### config.mk
export PLATFORM = sky130hd
export DESIGN_NAME = riscv_decode_stage
export DESIGN_NICKNAME = d
export VERILOG_FILES = /design/src/rtl/riscv_decode_stage.sv
export SDC_FILE = /design/constraint.sdc
export NUM_CORES = 1
export LEC_CHECK = 0
export BUFFER_PORTS_ARGS = -buffer_cell sky130_fd_sc_hd__buf_2
export CAP_MARGIN = 40
export CORE_MARGIN = 2
export CORE_UTILIZATION = 42
export CTS_CLUSTER_SIZE = 30
export DETAILED_ROUTE_END_ITERATION = 10
export HOLD_SLACK_MARGIN = 0.02
export PLACE_DENSITY = 0.71
export SETUP_SLACK_MARGIN = 0.5
export SLEW_MARGIN = 20
export SYNTH_ARGS = -nofsm -noshare
export SYNTH_HDL_FRONTEND = slang
export SYNTH_SLANG_ARGS = --single-unit
### constraint.sdc
create_clock -name clk -period 1.6 [get_ports clk]
set_input_delay 0.08 -clock clk [delete_from_list [all_inputs] [get_ports clk]]
set_output_delay 0.08 -clock clk [all_outputs]
set_load 0.005 [all_outputs]
### src/rtl/riscv_decode_stage.sv
// Registered RISC-V decode stage: {instr, pc} from fetch in, decoded fields and control out to execute.
// Latency: 1 cycle from accept to out_valid; a single decoded instruction is held at a time.
// Backpressure: in_ready drops while the held result is stalled by out_ready=0 and during flush.
module riscv_decode_stage #(
    parameter int XLEN      = 32,
    parameter int REG_ADDRW = 3,
    parameter int EXT_OPS   = 0,
    parameter int ILL_CNT_W = 16
) (
    input  logic                 clk,
    input  logic                 rst,
    input  logic                 flush,
    input  logic                 in_valid,
    output logic                 in_ready,
    input  logic [31:0]          in_instr,
    input  logic [XLEN-1:0]      in_pc,
    output logic                 out_valid,
    input  logic                 out_ready,
    output logic [XLEN-1:0]      out_pc,
    output logic [REG_ADDRW-1:0] out_rs1,
    output logic [REG_ADDRW-1:0] out_rs2,
    output logic [REG_ADDRW-1:0] out_rd,
    output logic [XLEN-1:0]      out_imm,
    output logic [2:0]           out_alu_op,
    output logic                 out_alu_src_imm,
    output logic [1:0]           out_wb_sel,
    output logic [1:0]           out_pc_sel,
    output logic                 out_mem_we,
    output logic [2:0]           out_instr_type,
    output logic                 out_illegal,
    output logic [ILL_CNT_W-1:0] ill_count
);
    typedef enum logic [2:0] {
        ALU_ADD = 3'd0, ALU_SUB = 3'd1, ALU_PASS = 3'd2, ALU_AND = 3'd3,
        ALU_OR  = 3'd4, ALU_XOR = 3'd5, ALU_SLT  = 3'd6
    } alu_op_t;
    typedef enum logic [1:0] {WB_NONE = 2'd0, WB_ALU = 2'd1, WB_MEM = 2'd2, WB_PC4 = 2'd3} wb_sel_t;
    typedef enum logic [1:0] {PC_PLUS_4 = 2'd0, PC_BRANCH = 2'd1, PC_JUMP = 2'd2} pc_sel_t;
    typedef enum logic [2:0] {
        INSTR_R = 3'd0, INSTR_I = 3'd1, INSTR_S = 3'd2, INSTR_B = 3'd3, INSTR_J = 3'd4
    } instr_type_t;

    typedef struct packed {
        logic [XLEN-1:0]      pc;
        logic [REG_ADDRW-1:0] rs1;
        logic [REG_ADDRW-1:0] rs2;
        logic [REG_ADDRW-1:0] rd;
        logic [XLEN-1:0]      imm;
        alu_op_t              alu_op;
        logic                 alu_src_imm;
        wb_sel_t              wb_sel;
        pc_sel_t              pc_sel;
        logic                 mem_we;
        instr_type_t          instr_type;
        logic                 illegal;
    } dec_t;

    localparam logic [6:0] OPC_OP     = 7'h33;
    localparam logic [6:0] OPC_OP_IMM = 7'h13;
    localparam logic [6:0] OPC_LOAD   = 7'h03;
    localparam logic [6:0] OPC_STORE  = 7'h23;
    localparam logic [6:0] OPC_BRANCH = 7'h63;
    localparam logic [6:0] OPC_JAL    = 7'h6f;
    localparam bit         EXT        = (EXT_OPS != 0);

    logic [6:0]      opcode, funct7;
    logic [2:0]      funct3;
    logic [XLEN-1:0] imm_i, imm_s, imm_b, imm_j;
    logic            ext_ok, legal, bad_reg;
    logic            use_rs1, use_rs2, use_rd;
    alu_op_t         ext_op;
    dec_t            dec, dec_q;
    logic            accept;

    assign opcode = in_instr[6:0];
    assign funct3 = in_instr[14:12];
    assign funct7 = in_instr[31:25];
    assign imm_i  = {{(XLEN-12){in_instr[31]}}, in_instr[31:20]};
    assign imm_s  = {{(XLEN-12){in_instr[31]}}, in_instr[31:25], in_instr[11:7]};
    assign imm_b  = {{(XLEN-12){in_instr[31]}}, in_instr[7], in_instr[30:25], in_instr[11:8], 1'b0};
    assign imm_j  = {{(XLEN-20){in_instr[31]}}, in_instr[19:12], in_instr[20], in_instr[30:21], 1'b0};

    always_comb begin
        ext_ok = 1'b1;
        ext_op = ALU_ADD;
        case (funct3)
            3'b111:  ext_op = ALU_AND;
            3'b110:  ext_op = ALU_OR;
            3'b100:  ext_op = ALU_XOR;
            3'b010:  ext_op = ALU_SLT;
            default: ext_ok = 1'b0;
        endcase
    end

    always_comb begin
        dec     = '0;
        dec.pc  = in_pc;
        legal   = 1'b0;
        use_rs1 = 1'b0;
        use_rs2 = 1'b0;
        use_rd  = 1'b0;
        case (opcode)
            OPC_OP: begin
                {use_rs1, use_rs2, use_rd} = 3'b111;
                dec.instr_type = INSTR_R;
                dec.wb_sel     = WB_ALU;
                if (funct3 == 3'b000 && funct7 == 7'h00) begin
                    legal = 1'b1; dec.alu_op = ALU_ADD;
                end else if (funct3 == 3'b000 && funct7 == 7'h20) begin
                    legal = 1'b1; dec.alu_op = ALU_SUB;
                end else if (EXT && funct7 == 7'h00 && ext_ok) begin
                    legal = 1'b1; dec.alu_op = ext_op;
                end
            end
            OPC_OP_IMM: begin
                {use_rs1, use_rd} = 2'b11;
                dec.instr_type  = INSTR_I;
                dec.imm         = imm_i;
                dec.alu_src_imm = 1'b1;
                dec.wb_sel      = WB_ALU;
                if (funct3 == 3'b000) begin
                    legal = 1'b1; dec.alu_op = ALU_ADD;
                end else if (EXT && ext_ok) begin
                    legal = 1'b1; dec.alu_op = ext_op;
                end
            end
            OPC_LOAD: begin
                {use_rs1, use_rd} = 2'b11;
                legal           = (funct3 == 3'b010);
                dec.instr_type  = INSTR_I;
                dec.imm         = imm_i;
                dec.alu_src_imm = 1'b1;
                dec.wb_sel      = WB_MEM;
            end
            OPC_STORE: begin
                {use_rs1, use_rs2} = 2'b11;
                legal           = (funct3 == 3'b010);
                dec.instr_type  = INSTR_S;
                dec.imm         = imm_s;
                dec.alu_src_imm = 1'b1;
                dec.mem_we      = 1'b1;
            end
            OPC_BRANCH: begin
                {use_rs1, use_rs2} = 2'b11;
                legal          = (funct3 == 3'b000);
                dec.instr_type = INSTR_B;
                dec.imm        = imm_b;
                dec.alu_op     = ALU_SUB;
                dec.pc_sel     = PC_BRANCH;
            end
            OPC_JAL: begin
                use_rd         = 1'b1;
                legal          = 1'b1;
                dec.instr_type = INSTR_J;
                dec.imm        = imm_j;
                dec.alu_op     = ALU_PASS;
                dec.pc_sel     = PC_JUMP;
                dec.wb_sel     = WB_PC4;
            end
            default: ;
        endcase

        // Only the register fields an instruction actually uses must fit in REG_ADDRW bits.
        bad_reg = (use_rs1 && (in_instr[19:15] >> REG_ADDRW) != 5'd0)
               || (use_rs2 && (in_instr[24:20] >> REG_ADDRW) != 5'd0)
               || (use_rd  && (in_instr[11:7]  >> REG_ADDRW) != 5'd0);

        if (!legal || bad_reg) begin
            dec         = '0;
            dec.pc      = in_pc;
            dec.illegal = 1'b1;
        end else begin
            dec.rs1 = use_rs1 ? in_instr[15 +: REG_ADDRW] : '0;
            dec.rs2 = use_rs2 ? in_instr[20 +: REG_ADDRW] : '0;
            dec.rd  = use_rd  ? in_instr[7  +: REG_ADDRW] : '0;
            if (dec.rd == '0)
                dec.wb_sel = WB_NONE;
        end
    end

    assign in_ready = !flush && (!out_valid || out_ready);
    assign accept   = in_valid && in_ready;

    always_ff @(posedge clk) begin
        if (rst) begin
            out_valid <= 1'b0;
            dec_q     <= '0;
            ill_count <= '0;
        end else if (flush) begin
            out_valid <= 1'b0;
        end else if (accept) begin
            out_valid <= 1'b1;
            dec_q     <= dec;
            if (dec.illegal && ill_count != '1)
                ill_count <= ill_count + ILL_CNT_W'(1);
        end else if (out_valid && out_ready) begin
            out_valid <= 1'b0;
        end
    end

    assign out_pc          = dec_q.pc;
    assign out_rs1         = dec_q.rs1;
    assign out_rs2         = dec_q.rs2;
    assign out_rd          = dec_q.rd;
    assign out_imm         = dec_q.imm;
    assign out_alu_op      = dec_q.alu_op;
    assign out_alu_src_imm = dec_q.alu_src_imm;
    assign out_wb_sel      = dec_q.wb_sel;
    assign out_pc_sel      = dec_q.pc_sel;
    assign out_mem_we      = dec_q.mem_we;
    assign out_instr_type  = dec_q.instr_type;
    assign out_illegal     = dec_q.illegal;
endmodule

==> flow_metrics.py, run 1 <==
metrics = {
    "outcome": {
        "outcome": "finished with violations",
        "violations": "setup timing",
    },
    "place": {
        "hpwl_um": 8360,
        "placed_cells": 776,
        "dpl_cell_area_mm2": 0.00538,
        "place.gp.congestion": 0.858,
        "pre_cts_ws_ns": -0.253,
        "io_buffers": 171,
    },
    "synth": {
        "syn_area_per_cell_um2": 8.33,
        "ys_ff_latch": 91,
        "yosys_most_used_dff": "dfxtp_1",
        "synth_edf_count": 0,
        "yosysSeqAreaShare_pct": 47.0,
        "syn_area_mm2": 0.00387,
        "synthCells": 465,
        "ys_types": 50,
        "synth-async-reset-ratio_pct": 0,
        "syn_nets": 535,
        "yosys_warnings": 0,
    },
    "hold_path": {
        "hold_path_class": "primary input to flip-flop",
        "hold_depth": 3,
    },
    "grt": {
        "grt_pass1_vias": 4515,
        "grt_use_total_pct": 26.7,
        "grt_overflow": 0,
        "grt_pass1_wl_um": 21400,
        "antenna_found_initial": 0,
        "grt_max_degree": 42,
    },
    "cts": {
        "cts_root_buf": "clkbuf_8",
        "tritoncts": "done",
        "cts_sinks": 91,
        "cts_max_path_buffers": 2,
        "worstSkewPairLatency_ns": 0.37,
        "path_clk_slew_ns": 0.09,
        "cts_max_level": 3,
        "cts-buffers-inserted": 9,
    },
    "power": {
        "finalPower_mw": 4.80,
        "p_per_area_mw_per_mm2": 697,
        "ir_drop_mv": 0.509,
        "p_leak_nw": 3.08,
    },
    "timing": {
        "grt_setup_unrepaired": "true",
        "whs_ns": 0.0418,
        "drv_slew": 0,
        "slew_headroom_pct": 42.4,
        "fin_crit_ns": 1.67,
        "finalSetupViolCount": 12,
        "fin_crit_sh_pct": 104,
        "final.setup.tns_ns": -0.303,
        "tightestPinTransition_ns": 0.855,
        "fin_ws_ns": -0.0702,
        "fin_skew_ns": 0.00962,
        "max_freq_ghz": 0.599,
        "hold_viol": 0,
    },
    "floorplanning": {
        "io_pins": 173,
        "dieArea_mm2": 0.0100,
        "rows": 35,
        "initial_core_util_pct": 42.5,
        "coreArea_mm2": 0.00911,
        "dieHeight_um": 100,
        "die_w_um": 100,
    },
    "setup_path": {
        "cp_num_buf_inv": 0,
        "cp-start-kind": "flip-flop",
        "cp_slowest_cell": "or4_1",
        "crit_chain": "ha_4, nand3_4, nor2_4, and3_1, nand3_2, or4_1, a21oi_1",
        "reg2reg_depth": 7,
        "critPathMaxFanout": 3,
        "cp_slowest_stage_delay_ns": 0.47,
        "crit_arrival_ns": 1.97,
        "crit_path_end_kind": "flip-flop",
        "cp.required_ns": 1.90,
        "critical_path_cell_count": 7,
        "crit_family": "simple AND/OR/NAND/NOR gates",
        "path_class": "flip-flop to flip-flop",
    },
    "cells_and_area": {
        "multi_input_area_mm2": 0.00242,
        "stdcell_count": 863,
        "register_area_mm2": 0.00185,
        "area_growth_pct": 77.9,
        "antenna_cells": 0,
        "fillers": 641,
        "postLayoutCellArea_mm2": 0.00689,
        "nNetsFinal": 817,
        "fin_util_pct": 75.6,
        "drive_gt1_share_pct": 52.8,
    },
    "routing": {
        "route.final.wire_length_um": 14300,
        "num_vias": 4585,
        "drtIter0Drc": 126,
        "drc": 0,
        "avgRoutedWirePerCell_um": 16.5,
        "firstDrtPassIters": 4,
        "post_drt_via_cell_ratio": 5.31,
        "final_antenna_net_count": 0,
    },
    "flow_run": {
        "cap_viol_max_count": 0,
    },
}
[worst paths after layout]
check,startpoint,end,slack [ns]
worst min register to register,out_instr_type[0],out_instr_type[0],0.45
worst min-delay path,in_instr[24],out_imm[4],0.04
worst max register to register,ill_count[1],ill_count[14],-0.07
worst max-delay path,ill_count[1],ill_count[14],-0.07
[registers in the layout (all words and copies together), names as in the netlist, 2 cells and up]
signal          cells
ill_count          16
out_alu_op          2
out_imm            21
out_instr_type      3
out_pc             32
out_pc_sel          2
out_rd              3
out_rs1             3
out_rs2             3
out_wb_sel          2
[worst register-to-register path: cells and delay by family (launching register included)]
kind	cells	cell delay [ns]
adder cells (fa/ha/maj)	1	0.15
AND/OR/NAND/NOR	5	0.97
AO/OA/AOI/OAI	1	0.12
flip-flops	1	0.37
[cell type report]
class | count | area share (%)
inverters | 6 | 0.327
well taps | 111 | 2.02
repair buffers | 309 | 32.3
multi-input cells | 330 | 35.2
clock buffers | 12 | 2.56
clock inverters | 4 | 0.799
flip-flops and latches | 91 | 26.8
[metal layers]
metal  wire, um  part of all wire (%)  global-route usage, %  up-vias
met4        428                   3.0                   11.1        0
met1       5550                    39                   29.9     2176
li1           -                     -                      -     2198
met2       7470                    52                   49.4      177
met5          0                     0                      0        -
met3        812                   5.7                   5.08       34
[power by group]
group / switching (mW) / total [mW] / leakage, nW / internal (mW)
clock network: 0.851 / 1.76 / 0.114 / 0.908
registers: 0.0258 / 2.33 / 0.745 / 2.30
logic: 0.343 / 0.713 / 2.22 / 0.370
[placed cells by master, fill, tap and decap left out, types with 8 or more instances in the layout]
master,Yosys,layout
clkbuf_8,0,11
nand2_2,0,25
dlygate4sd3_1,0,52
o31ai_1,12,9
dfxtp_2,0,10
nand2_1,105,69
o21ai_2,0,12
a21oi_2,2,9
nand2_4,0,11
o21ai_0,26,8
buf_6,2,16
buf_2,0,171
nor2_1,27,21
buf_4,15,60
a21oi_1,56,48
a22o_1,16,16
dfxtp_1,91,77
[cell families after synthesis]
| group | share of synthesized area [%] |
|---|---|
| fa+ha+maj | 0.323 |
| simple gates | 23.3 |
| other cells | 0.0968 |
| xor+xnor | 0.226 |
| buf+inv | 6.30 |
| flops | 47.0 |
| compound gates | 21.6 |
| mux | 1.16 |
[timing repair]
item | in CTS | in global routing
resized for setup | 85 | 68
gates cloned | 4 | 2
setup buffers | 9 | 4
endpoints found under the setup margin | 103 | 93
hold buffers | 52 | 0
pin swaps | 29 | 31
hold endpoints to repair | 54 | 0
[synth_stat cells, drive strengths merged, types with 3 or more instances]
library cell,n,share of area (%)
a22oi,4,0.78
nor4,3,0.48
nor3,8,1.2
inv,6,0.58
buf,19,3.7
nand2,105,10
mux2,4,1.2
clkbuf,21,2.0
or4,8,1.6
a22o,16,3.6
o21ai,26,3.4
and3,5,0.81
and4,3,0.74
nand3,7,0.90
o2111ai,3,0.68
a21oi,58,7.7
nand4,5,0.81
dfxtp,91,47
nor2,27,2.6
o31ai,12,2.3
nor2b,8,1.5
Note: power is estimated with default switching activity, not from simulation.
==> run 2: changes to the inputs <==
Settings changed: CORE_UTILIZATION 42 to 35, PLACE_DENSITY 0.71 to 0.61, REMOVE_ABC_BUFFERS set to 1, TNS_END_PERCENT set to 1.
==> run 2 against run 1 <==
Net effect: first-iteration DRC count rose by 57%; largest cell class unchanged; largest power group unchanged; clock power fell by 17%; critical path depth did not move; via count fell by 3.9%; cell count rose by 2.7%; sequential cell count did not move; global-route usage fell by 5.5 points; sequential power barely moved; the run still ends with setup timing left; cell area fell by 8.8%; wire length fell by 12%; setup slack improved by 0.043 ns.
==> flow_metrics.py, run 2 (same netlist as run 1, synthesis figures left out) <==
metrics = {
    "cts": {
        "cts_root_buf": "clkbuf_8",
        "path_clk_slew_ns": 0.09,
        "cts-buffers-inserted": 9,
        "tritoncts": "done",
        "cts_max_path_buffers": 2,
        "worstSkewPairLatency_ns": 0.38,
        "cts_max_level": 3,
        "cts_sinks": 91,
    },
    "grt": {
        "grt_pass1_vias": 4229,
        "grt_pass1_wl_um": 19900,
        "grt_max_degree": 42,
        "grt_overflow": 0,
        "grt_use_total_pct": 21.2,
        "antenna_found_initial": 0,
    },
    "routing": {
        "route.final.wire_length_um": 12600,
        "num_vias": 4407,
        "firstDrtPassIters": 4,
        "drtIter0Drc": 198,
        "wl_met1_um": 5420,
        "final_antenna_net_count": 0,
        "dr_wl_met2_um": 6050,
        "avgRoutedWirePerCell_um": 14.2,
        "post_drt_via_cell_ratio": 4.97,
        "route.met3.wl_um": 941,
        "drc": 0,
        "highest_layer": "met4",
    },
    "setup_path": {
        "critPathMaxFanout": 4,
        "crit_path_end_kind": "flip-flop",
        "path_class": "flip-flop to flip-flop",
        "cp-start-kind": "flip-flop",
        "crit_arrival_ns": 1.94,
        "cp.required_ns": 1.91,
    },
    "power": {
        "p_per_area_mw_per_mm2": 695,
        "finalPower_mw": 4.36,
        "p_int_mw": 3.22,
        "power_frac_seq_pct": 53.3,
        "p_comb_share_pct": 13.1,
        "ir_drop_mv": 0.454,
        "p_sw_share_pct": 26.2,
        "clkPwrFrac_pct": 33.5,
        "switchingPower_mw": 1.14,
        "p_leak_nw": 2.80,
    },
    "flow_run": {
        "cap_viol_max_count": 0,
    },
    "place": {
        "dpl_cell_area_mm2": 0.00528,
        "io_buffers": 171,
        "placed_cells": 814,
        "pre_cts_ws_ns": -0.364,
        "hpwl_um": 8740,
        "place.gp.congestion": 0.851,
    },
    "floorplanning": {
        "coreArea_mm2": 0.0108,
        "rows": 38,
        "io_pins": 173,
        "dieArea_mm2": 0.0119,
        "die_w_um": 109,
        "initial_core_util_pct": 35.7,
        "dieHeight_um": 109,
    },
    "timing": {
        "finalSetupViolCount": 8,
        "grt_setup_unrepaired": "true",
        "final.setup.tns_ns": -0.122,
        "fin_ws_ns": -0.0270,
        "hold_viol": 0,
        "fin_skew_ns": 0.00721,
        "drv_slew": 0,
        "slew_headroom_pct": 65.0,
        "fin_crit_ns": 1.63,
        "tightestPinTransition_ns": 0.523,
        "fin_crit_sh_pct": 102,
        "max_freq_ghz": 0.615,
        "whs_ns": 0.0297,
    },
    "hold_path": {
        "hold_path_class": "primary input to flip-flop",
    },
    "outcome": {
        "violations": "setup timing",
        "outcome": "finished with violations",
    },
    "cells_and_area": {
        "largest_reg_flops": 32,
        "fin_util_pct": 58.0,
        "final_cell_mix": "171 x buf_2, 102 x nand2_1, 83 x dfxtp_1, 71 x buf_4",
        "area_growth_pct": 62.2,
        "multi_input_area_mm2": 0.00204,
        "antenna_cells": 0,
        "postLayoutCellArea_mm2": 0.00628,
        "final_common_cell": "buf_2",
        "fillers": 1000,
        "nNetsFinal": 811,
        "register_area_mm2": 0.00183,
        "stdcell_count": 886,
        "drive_gt1_share_pct": 42.5,
    },
}
[run 2: changes by cell type in the layout (fill, tap and decap cells not counted), moves of 6 or more]
cell / change
nand2_2: -22
o21ai_0: +8
nand2_4: -11
nand2_1: +33
buf_6: -11
buf_4: +11
a21oi_2: -6
a21oi_1: +7
o21ai_2: -12
dfxtp_1: +6
[run 2: timing repair]
action,in CTS,in global routing
resized for setup,48,25
hold buffers,55,0
pin swaps,20,5
endpoints found under the hold margin,61,0
buffers inserted,0,0
cloned,1,0
setup endpoints to repair,103,111
[run 2: worst paths after layout]
kind / startpoint / end / slack (ns) / cells after the start
worst max-delay path: ill_count[1] / ill_count[9] / -0.03 / 7
worst min-delay path: in_valid / out_valid / 0.03 / 3
worst max register to register: ill_count[1] / ill_count[9] / -0.03 / 7
worst min register to register: out_imm[16] / out_imm[16] / 0.45 / 2
[run 2: routing by layer]
metal | vias to the layer above | GRT usage (%)
met5 | - | 0
met4 | 0 | 8.68
met3 | 14 | 6.10
met2 | 152 | 36.1
met1 | 2060 | 25.0
li1 | 2181 | -
[run 2: cell type report]
cell class / count / area share, %
timing repair buffer: 304 / 32.4
tap: 140 / 2.79
multi-input combinational: 329 / 32.4
clock buffer: 11 / 2.25
inverter: 6 / 0.358
sequential: 91 / 29.2
clock inverter: 5 / 0.597
[run 2: critical path: stages, from the launching register on]
cell and delay [ns]:
dfxtp_2 0.37, buf_4 0.13, nand2_1 0.09, nor3_2 0.16, buf_4 0.16, nand4_1 0.12
or4_1 0.41, a21oi_1 0.13
[run 2: power groups by stage]
stage	Clock, mW	Sequential [mW]	Combinational [mW]
floorplan	0	2.38	0.136
global placement	0	2.38	0.426
detailed placement	0	2.38	0.435
CTS	1.53	2.33	0.562
global route	1.63	2.33	0.629
finish	1.46	2.33	0.574
==> run 3: changes to the inputs <==
==> constraint.sdc (replaced) <==
create_clock -name clk -period 1.6 [get_ports clk]
set_input_delay 0.32 -clock clk [delete_from_list [all_inputs] [get_ports clk]]
set_output_delay 0.32 -clock clk [all_outputs]
set_load 0.005 [all_outputs]
==> run 3 against run 2 <==
Net effect: the flow still finishes with violations (setup timing); total power rose by 1.4%; sequential share of layout area is 1.3 points higher; first-iteration DRC count grew 27%; sequential power is essentially flat; non-clock buffer count fell by 47; clock power is 8% higher; cell count down 5.1%; critical path depth increased by 2; sequential cell count unchanged; register-to-register slack worse by 0.10 ns; global-route usage decreased by 0.80 points; critical endpoint is now ill_count[5]; largest cell class unchanged.
==> flow_metrics.py, run 3 (same netlist as run 1, synthesis figures left out) <==
metrics = {
    "grt": {
        "antenna_found_initial": 0,
        "grt_overflow": 0,
        "grt_pass1_vias": 4013,
        "grt_pass1_wl_um": 19100,
        "grt_max_degree": 42,
        "grt_use_total_pct": 20.4,
    },
    "timing": {
        "fin_crit_ns": 1.74,
        "drv_slew": 0,
        "finalSetupViolCount": 30,
        "whs_ns": 0.166,
        "fin_ws_ns": -0.138,
        "slew_headroom_pct": 64.2,
        "final.setup.tns_ns": -2.27,
        "hold_viol": 0,
        "fin_crit_sh_pct": 109,
        "grt_setup_unrepaired": "true",
        "fin_skew_ns": 0.0119,
        "tightestPinTransition_ns": 0.533,
        "max_freq_ghz": 0.575,
    },
    "cells_and_area": {
        "nNetsFinal": 766,
        "postLayoutCellArea_mm2": 0.00621,
        "antenna_cells": 0,
        "largest_reg_flops": 32,
        "final_common_cell": "buf_2",
        "final_cell_mix": "139 x buf_2, 103 x nand2_1, 75 x buf_4, 55 x dfxtp_2, 54 x a21oi_1",
        "area_growth_pct": 60.3,
        "drive_gt1_share_pct": 54.2,
    },
    "cts": {
        "path_clk_slew_ns": 0.09,
        "cts_root_buf": "clkbuf_8",
        "worstSkewPairLatency_ns": 0.37,
        "cts_sinks": 91,
        "cts_max_path_buffers": 2,
        "cts-buffers-inserted": 9,
        "ctsHoldBuffers": 0,
        "tritoncts": "done",
        "cts_max_level": 3,
    },
    "floorplanning": {
        "dieHeight_um": 109,
        "die_w_um": 109,
        "io_pins": 173,
        "initial_core_util_pct": 35.7,
        "coreArea_mm2": 0.0108,
        "rows": 38,
        "dieArea_mm2": 0.0119,
    },
    "place": {
        "place.gp.congestion": 0.851,
        "io_buffers": 171,
        "dpl_cell_area_mm2": 0.00532,
        "hpwl_um": 8640,
    },
    "routing": {
        "drtIter0Drc": 252,
        "final_antenna_net_count": 0,
        "post_drt_via_cell_ratio": 5.08,
        "avgRoutedWirePerCell_um": 14.8,
        "firstDrtPassIters": 6,
        "drc": 0,
        "num_vias": 4269,
        "route.final.wire_length_um": 12400,
    },
    "power": {
        "p_leak_nw": 2.69,
        "finalPower_mw": 4.42,
        "p_per_area_mw_per_mm2": 713,
        "ir_drop_mv": 0.661,
    },
    "outcome": {
        "violations": "setup timing",
        "outcome": "finished with violations",
    },
    "setup_path": {
        "critPathMaxFanout": 6,
        "crit_path_end_kind": "flip-flop",
        "cp.required_ns": 1.87,
        "crit_arrival_ns": 2.00,
        "path_class": "primary input to flip-flop",
        "cp-start-kind": "primary input",
    },
    "hold_path": {
        "hold_path_class": "primary input to flip-flop",
    },
    "flow_run": {
        "cap_viol_max_count": 0,
    },
}
[run 3: routing by layer]
| layer | up-vias | global-route usage [%] | wire (um) |
|---|---|---|---|
| met3 | 16 | 8.25 | 1180 |
| met4 | 0 | 6.51 | 174 |
| li1 | 2096 | - | - |
| met2 | 161 | 34.6 | 6100 |
| met1 | 1996 | 23.5 | 5000 |
| met5 | - | 0 | 0 |
[run 3: what timing repair did]
| action | CTS | global route |
|---|---|---|
| gates resized for setup | 112 | 72 |
| buffers inserted | 1 | 2 |
| endpoints found under the hold margin | 0 | 0 |
| setup endpoints to repair | 193 | 193 |
| pin swaps | 20 | 28 |
| gates cloned | 3 | 0 |
[run 3: worst paths after layout]
kind                        to  slack [ns]  cells past startpoint         start
hold / removal      out_pc[22]        0.17                      3     in_pc[22]
setup reg to reg  ill_count[8]       -0.13                      7  ill_count[9]
setup / recovery  ill_count[5]       -0.14                      9  in_instr[26]
hold reg to reg    out_imm[18]        0.44                      2   out_imm[18]
[run 3: per-stage QoR]
| stage | cells | util, % | setup WS, ns |
|---|---|---|---|
| final | 841 | 57.2 | -0.138 |
| after global routing | 841 | 57.2 | -0.211 |
| after CTS | 839 | 54.5 | -0.127 |
| after detailed placement | 819 | 49.1 | -0.634 |
| after global placement | 819 | 49.1 | -0.586 |
| after floorplan | 425 | - | -1.06 |
[run 3: critical path, stage by stage]
cell	delay (ns)
buf_8	0.10
nor4_4	0.25
buf_4	0.15
nand4b_1	0.13
a21oi_2	0.26
buf_6	0.17
o211a_4	0.26
nor4_4	0.07
mux2_4	0.29
[run 3: layout make-up]
| type | instances | area, um2 |
|---|---|---|
| tap | 140 | 175 |
| clock inverter | 4 | 50.0 |
| fill | 989 | 4630 |
| timing repair buffer | 257 | 1780 |
| sequential | 91 | 1890 |
| inverter | 6 | 22.5 |
| multi-input combinational | 331 | 2150 |
| clock buffer | 12 | 145 |
[run 3: power by group]
group | internal (mW) | total [mW] | switching (mW)
logic | 0.250 | 0.512 | 0.262
registers | 2.31 | 2.34 | 0.0276
clock network | 0.764 | 1.57 | 0.807
total | 3.33 | 4.42 | 1.10
